--- config.mk ---
export PLATFORM = sky130hd
export DESIGN_NAME = fetch_unit_flat
export DESIGN_NICKNAME = d
export VERILOG_FILES = /design/src/rtl/fetch_pkg.sv /design/src/rtl/fetch_unit_if.sv /design/src/rtl/fetch_fifo.sv /design/src/rtl/fetch_unit.sv /design/src/flat_wrapper.sv
export SDC_FILE = /design/constraint.sdc
export NUM_CORES = 1
export LEC_CHECK = 0
export BUFFER_PORTS_ARGS = -buffer_cell sky130_fd_sc_hd__buf_2
export CAP_MARGIN = 20
export CELL_PAD_IN_SITES_DETAIL_PLACEMENT = 2
export CELL_PAD_IN_SITES_GLOBAL_PLACEMENT = 2
export CORE_MARGIN = 8
export CORE_UTILIZATION = 34
export CTS_CLUSTER_SIZE = 12
export DETAILED_ROUTE_END_ITERATION = 10
export GPL_TIMING_DRIVEN = 0
export PLACE_DENSITY_LB_ADDON = 0.1
export SYNTH_ARGS = -nofsm -noshare
export SYNTH_HDL_FRONTEND = slang
export SYNTH_SLANG_ARGS = --single-unit
--- constraint.sdc ---
create_clock -name clk -period 4.3 [get_ports clk]
set_input_delay 0.43 -clock clk [delete_from_list [all_inputs] [get_ports clk]]
set_output_delay 0.43 -clock clk [all_outputs]
set_load 0.01 [all_outputs]
--- src/rtl/fetch_pkg.sv ---
// Shared types and constants for the RV32I instruction fetch stage.
package fetch_pkg;

    localparam int INST_W = 32;
    localparam int XLEN   = 32;
    localparam logic [XLEN-1:0] PC_STEP = 32'd4;

    typedef struct packed {
        logic [INST_W-1:0] inst;
        logic [XLEN-1:0]   pc;
    } fetch_entry_t;

    function automatic logic [XLEN-1:0] align_pc(
        input logic [XLEN-1:0] a
    );
        return {a[XLEN-1:2], 2'b00};
    endfunction

endpackage

--- src/rtl/fetch_unit_if.sv ---
// Fetch-stage bus: imem request/response, redirect and decode channels.
interface fetch_unit_if;
    import fetch_pkg::*;

    logic              imem_req_valid;
    logic              imem_req_ready;
    logic [XLEN-1:0]   imem_req_addr;
    logic              imem_rsp_valid;
    logic [INST_W-1:0] imem_rsp_data;
    logic              redirect_valid;
    logic [XLEN-1:0]   redirect_pc;
    logic              id_valid;
    logic              id_ready;
    logic [INST_W-1:0] id_inst;
    logic [XLEN-1:0]   id_pc;

    modport master (
        output imem_req_valid, imem_req_addr,
        output id_valid, id_inst, id_pc,
        input  imem_req_ready, imem_rsp_valid,
        input  imem_rsp_data, redirect_valid,
        input  redirect_pc, id_ready
    );

    modport slave (
        input  imem_req_valid, imem_req_addr,
        input  id_valid, id_inst, id_pc,
        output imem_req_ready, imem_rsp_valid,
        output imem_rsp_data, redirect_valid,
        output redirect_pc, id_ready
    );

endinterface

--- src/rtl/fetch_fifo.sv ---
// Synchronous FIFO of fetch entries with flush; used as the
// instruction buffer and as the in-flight PC queue.
module fetch_fifo
    import fetch_pkg::*;
#(
    parameter int DEPTH = 2
) (
    input  logic                   clk,
    input  logic                   reset,
    input  logic                   push,
    input  logic                   pop,
    input  logic                   flush,
    input  fetch_entry_t           din,
    output fetch_entry_t           dout,
    output logic                   full,
    output logic                   empty,
    output logic [$clog2(DEPTH):0] count
);

    localparam int AW = $clog2(DEPTH);

    fetch_entry_t  mem [DEPTH];
    logic [AW-1:0] rd_ptr;
    logic [AW-1:0] wr_ptr;
    logic          do_push;
    logic          do_pop;

    assign empty   = count == '0;
    assign full    = count == (AW+1)'(DEPTH);
    assign do_pop  = pop && !empty;
    // a full buffer still takes a push when the head leaves
    assign do_push = push && (!full || do_pop);
    assign dout    = mem[rd_ptr];

    always_ff @(posedge clk) begin
        if (do_push && !flush) begin
            mem[wr_ptr] <= din;
        end
    end

    always_ff @(posedge clk) begin
        if (reset || flush) begin
            rd_ptr <= '0;
            wr_ptr <= '0;
            count  <= '0;
        end else begin
            if (do_push) begin
                wr_ptr <= wr_ptr + 1'b1;
            end
            if (do_pop) begin
                rd_ptr <= rd_ptr + 1'b1;
            end
            count <= count + (AW+1)'(do_push)
                           - (AW+1)'(do_pop);
        end
    end

endmodule

--- src/rtl/fetch_unit.sv ---
// RV32I fetch stage: PC ownership, credit-limited imem requests,
// in-order response buffering and redirect flush.
module fetch_unit
    import fetch_pkg::*;
#(
    parameter logic [31:0] PC_RESET   = 32'h0000_0000,
    parameter int          FIFO_DEPTH = 2
) (
    input  logic         clk,
    input  logic         reset,
    fetch_unit_if.master bus
);

    localparam int CW = $clog2(FIFO_DEPTH) + 1;

    logic [XLEN-1:0] pc;
    logic [CW-1:0]   outstanding;
    logic [CW-1:0]   drop;
    logic [CW-1:0]   buf_count;
    logic [CW-1:0]   pcq_count;
    logic [CW:0]     used;
    logic            credit_ok;
    logic            req_fire;
    logic            rsp_keep;
    logic            id_fire;
    logic            buf_full;
    logic            buf_empty;
    logic            pcq_full;
    logic            pcq_empty;
    fetch_entry_t    buf_din;
    fetch_entry_t    buf_head;
    fetch_entry_t    pcq_din;
    fetch_entry_t    pcq_head;
    logic            unused_pcq;

    // credits cover both in-flight requests and buffered entries
    assign used      = {1'b0, outstanding} + {1'b0, buf_count};
    assign credit_ok = used < (CW+1)'(FIFO_DEPTH);

    assign bus.imem_req_valid = credit_ok
                              && !bus.redirect_valid
                              && !reset;
    assign bus.imem_req_addr  = pc;

    assign req_fire = bus.imem_req_valid && bus.imem_req_ready;
    assign rsp_keep = bus.imem_rsp_valid && drop == '0
                    && !bus.redirect_valid;
    assign id_fire  = bus.id_valid && bus.id_ready
                    && !bus.redirect_valid;

    assign bus.id_valid = !buf_empty && !reset;
    assign bus.id_inst  = reset ? '0 : buf_head.inst;
    assign bus.id_pc    = reset ? '0 : buf_head.pc;

    assign pcq_din = '{inst: '0, pc: pc};
    assign buf_din = '{inst: bus.imem_rsp_data,
                       pc:   pcq_head.pc};

    assign unused_pcq = ^{pcq_full, pcq_empty, pcq_count,
                          pcq_head.inst, buf_full};

    fetch_fifo #(.DEPTH(FIFO_DEPTH)) u_pcq (
        .clk   (clk),
        .reset (reset),
        .push  (req_fire),
        .pop   (rsp_keep),
        .flush (bus.redirect_valid),
        .din   (pcq_din),
        .dout  (pcq_head),
        .full  (pcq_full),
        .empty (pcq_empty),
        .count (pcq_count)
    );

    fetch_fifo #(.DEPTH(FIFO_DEPTH)) u_buf (
        .clk   (clk),
        .reset (reset),
        .push  (rsp_keep),
        .pop   (id_fire),
        .flush (bus.redirect_valid),
        .din   (buf_din),
        .dout  (buf_head),
        .full  (buf_full),
        .empty (buf_empty),
        .count (buf_count)
    );

    always_ff @(posedge clk) begin
        if (reset) begin
            pc          <= PC_RESET;
            outstanding <= '0;
            drop        <= '0;
        end else begin
            outstanding <= outstanding + CW'(req_fire)
                         - CW'(bus.imem_rsp_valid);
            if (bus.redirect_valid) begin
                pc   <= align_pc(bus.redirect_pc);
                // every still-pending response belongs to the old path
                drop <= outstanding
                      - CW'(bus.imem_rsp_valid);
            end else begin
                if (req_fire) begin
                    pc <= pc + PC_STEP;
                end
                if (bus.imem_rsp_valid && drop != '0) begin
                    drop <= drop - 1'b1;
                end
            end
        end
    end

endmodule

--- src/flat_wrapper.sv ---
// flat-port wrapper written by rule: the top's interface ports become plain ports
module fetch_unit_flat import fetch_pkg::*;
#(
    parameter logic [31:0] PC_RESET   = 32'h0000_0000,
    parameter int          FIFO_DEPTH = 2
)
  (clk, reset, bus_imem_req_valid, bus_imem_req_addr, bus_id_valid, bus_id_inst, bus_id_pc, bus_imem_req_ready, bus_imem_rsp_valid, bus_imem_rsp_data, bus_redirect_valid, bus_redirect_pc, bus_id_ready);
  fetch_unit_if bus_i ();
  input  logic clk;
  input  logic reset;
  output wire logic [$bits(bus_i.imem_req_valid)-1:0] bus_imem_req_valid;
  output wire logic [$bits(bus_i.imem_req_addr)-1:0] bus_imem_req_addr;
  output wire logic [$bits(bus_i.id_valid)-1:0] bus_id_valid;
  output wire logic [$bits(bus_i.id_inst)-1:0] bus_id_inst;
  output wire logic [$bits(bus_i.id_pc)-1:0] bus_id_pc;
  input wire logic [$bits(bus_i.imem_req_ready)-1:0] bus_imem_req_ready;
  input wire logic [$bits(bus_i.imem_rsp_valid)-1:0] bus_imem_rsp_valid;
  input wire logic [$bits(bus_i.imem_rsp_data)-1:0] bus_imem_rsp_data;
  input wire logic [$bits(bus_i.redirect_valid)-1:0] bus_redirect_valid;
  input wire logic [$bits(bus_i.redirect_pc)-1:0] bus_redirect_pc;
  input wire logic [$bits(bus_i.id_ready)-1:0] bus_id_ready;
  assign bus_imem_req_valid = bus_i.imem_req_valid;
  assign bus_imem_req_addr = bus_i.imem_req_addr;
  assign bus_id_valid = bus_i.id_valid;
  assign bus_id_inst = bus_i.id_inst;
  assign bus_id_pc = bus_i.id_pc;
  assign bus_i.imem_req_ready = bus_imem_req_ready;
  assign bus_i.imem_rsp_valid = bus_imem_rsp_valid;
  assign bus_i.imem_rsp_data = bus_imem_rsp_data;
  assign bus_i.redirect_valid = bus_redirect_valid;
  assign bus_i.redirect_pc = bus_redirect_pc;
  assign bus_i.id_ready = bus_id_ready;
  fetch_unit #(.PC_RESET(PC_RESET), .FIFO_DEPTH(FIFO_DEPTH)) u_core (.clk(clk), .reset(reset), .bus(bus_i));
endmodule
==> qor.yml <==
met2_usage_pct: 30.0
setup_ws_ps: 451
whs_path_depth: 1
grt_use_met3_pct: 3.28
fill_cells: 2803
rrSetupSlack_ps: 450
synth_area_um2: 9380
grt_setup_unrepaired: "no"
clockRootBuffer: "clkbuf_16"
ys_seq_area_share_pct: 68.3
syn2layout_area_growth_pct: 23.9
grtUsageTotal_pct: 16.6
grt_pass1_vias: 7176
syn_inst: 679
vias_per_cell: 5.07
cts_buffers: 26
switching_share_pct: 22.8
yosysWarnings: 0
clk_pin_slew_ps: 60
cp_data_required_time_ps: 4440
gr-total-overflow: 0
cp.arrival_ps: 3990
critPathLaunchType: "flip-flop"
synth_seq_cells: 228
max-clock-path-buffers: 3
cts_hold_buf: 0
max_cap_violations: 0
hp-start: "bus_imem_rsp_data[27]"
drt_wl_total_mm: 27.8
cts_resized: 0
hold_viol: 0
synthTopCellsByArea: "edfxtp_1 (59%), dfxtp_1 (9.4%), mux2i_1 (6.7%)"
p_sw_mw: 1.17
hold_end: "u_core.u_buf.mem[0][59]"
synth_top_area_share_pct: 58.9
layout.nets: 953
h-tree-depth: 1
wl_per_cell_um: 22.4
dp_slack_ps: 432
grt_pass1_wl_mm: 42.8
setup.worst_path.end_class: "flip-flop"
rr_worst_depth: 7
final_layout_size_suffix_gt1_share_pct: 28.5
cts_sinks: 228
finalNonFillerCells: 1240
drt-pass1-iter-count: 4
yosysTopAreaCell: "edfxtp_1"
cts_tree: "built"
final-max-slew-violation-count: 0
dieArea_um2: 33200
clk_latency_ps: 520
tightest_slew_ps: 1040
grtUsageMet1_pct: 20.3
synth_common_cells: "edfxtp_1 (184), nor2_1 (100), mux2i_1 (63)"
ys_async_sr_fraction_pct: 0
rows: 61
grt_max_degree: 31
gp_congestion: 0.771
yosysMostFrequentCell: "edfxtp_1"
ys.flop_type: "edfxtp_1"
antenna_found_initial: 0
leakage_nw: 4.18
pwr-share-clk_pct: 43.3
hp-class: "input port to flip-flop"
port_buffers: 160
diodes: 0
critical_path_class: "flip-flop to flip-flop"
crit_path_max_fanout: 30
drt_iter0_markers: 271
postCtsSetupRepairBufs: 0
regToRegEndpoint: "u_core.u_pcq.mem[1][27]"
slew_headroom_pct: 31.0
r2r_start: "u_core.u_buf.count[0]"
dieHeight_um: 182
core_region_area_um2: 27500
hold_slack_ps: 98.0
seqPwrFrac_pct: 49.3
multi_input_area_um2: 2790
start_util_pct: 34.1
hpwl_mm: 20.4
regArea_um2: 6410
pwr-share-comb_pct: 7.3
route.detailed.drc: 0
status: "completed"
timing.final.crit_share_pct: 89.5
ant_nets: 0
ios: 168
min_period_ps: 3850
vias: 6285
finClkSkew_ps: 12.0
power_density_nw_per_um2: 440
fmax_ghz: 0.260
syn_avg_cell_area_um2: 13.8
utilization_pct: 42.3
synth_edf_count: 184
dp.cells: 1193
setup_violations: 0
busiest_layer: "met2"
ys_types: 57
die_w_um: 182
intPower_mw: 3.95
peakVddDrop_uv: 228
-- power groups by stage --
stage	Clock (mW)	Combinational, mW	Sequential (mW)
3_3_place_gp	0	0.351	2.57
5_1_grt	2.37	0.413	2.53
2_1_floorplan	0	0.191	2.56
4_1_cts	2.26	0.386	2.53
6_report	2.22	0.375	2.52
3_5_place_dp	0	0.383	2.57
-- kinds of logic (layout without fill, tap and decap cells) --
group	count (synthesis)	count (layout)	share of synthesized area, %
flip-flops	228	228	68.3
AND/OR/NAND/NOR	203	203	10.3
multiplexers	97	97	10.8
AO/OA/AOI/OAI	69	69	4.97
buffers and inverters	51	263	2.37
XOR/XNOR	22	22	2.05
adder cells (fa/ha/maj)	8	8	1.15
other	1	4	0.0400
-- per-stage QoR --
stage	TNS, ps	total power, mW	instance area [µm²]
finish	0	5.12	11600
global route	0	5.31	11600
CTS	0	5.18	11600
detailed placement	0	2.96	10800
global placement	-313120	2.92	10600
floorplan	0	2.75	9390
-- cell type report --
cell class / count / area share, %
Multi-Input combinational cell: 403 / 24.0
Clock inverter: 8 / 0.818
Sequential cell: 228 / 55.1
Buffer: 36 / 1.43
Inverter: 15 / 0.484
Tap cell: 346 / 3.72
Clock buffer: 39 / 6.54
Timing Repair Buffer: 165 / 7.94
-- state kept, by name (all words and copies together), names as in the netlist, named ones only --
name	cells
u_core.u_buf.mem	124
u_core.u_pcq.mem	60
u_core.bus.imem_req_addr	30
u_core.drop	2
u_core.outstanding	2
u_core.u_buf.count	2
u_core.u_pcq.count	2
u_core.u_buf.rd_ptr	1
u_core.u_buf.wr_ptr	1
u_core.u_pcq.rd_ptr	1
u_core.u_pcq.wr_ptr	1
-- cells in the final DEF, fill, tap and decap left out, types with 8 or more instances in the layout --
cell type | synthesis | routed
mux2i_1 | 63 | 63
clkbuf_1 | 23 | 31
mux2_2 | 33 | 33
a31oi_1 | 8 | 8
nand2_1 | 34 | 34
clkbuf_16 | 0 | 27
edfxtp_1 | 184 | 184
nor2_1 | 100 | 98
nand3_1 | 16 | 16
o21ai_0 | 9 | 9
dfxtp_1 | 44 | 44
nand4_1 | 15 | 15
inv_1 | 14 | 14
xor2_1 | 9 | 9
a21oi_1 | 13 | 13
buf_2 | 1 | 161
xnor2_1 | 13 | 13
-- per-layer routing --
layer,wire (µm),vias to the layer above
met1,11800,3192
li1,-,2909
met4,388,0
met3,1380,30
met5,0,-
met2,14200,154
-- how the worst max path moves through the flow --
stage	start	endpoint	slack, ps
finish	u_core.u_buf.count[0]	u_core.u_pcq.mem[1][27]	450
global route	u_core.u_buf.count[0]	u_core.u_pcq.mem[1][27]	190
CTS	u_core.u_buf.count[0]	u_core.u_pcq.mem[1][27]	410
detailed placement	u_core.u_buf.count[0]	u_core.u_pcq.mem[1][21]	430
global placement	bus_redirect_valid	u_core.u_buf.mem[0][16]	-2270
floorplan	bus_redirect_valid	u_core.u_buf.mem[0][10]	80
-- critical path: stages, from the launching register on --
cell and delay (ps):
dfxtp_1 360, inv_1 70, nor2_1 120, fa_1 500
nor4b_4 760, nand2_1 440, a31oi_1 430, and2_2 780
(Power assumes the default switching activity.)
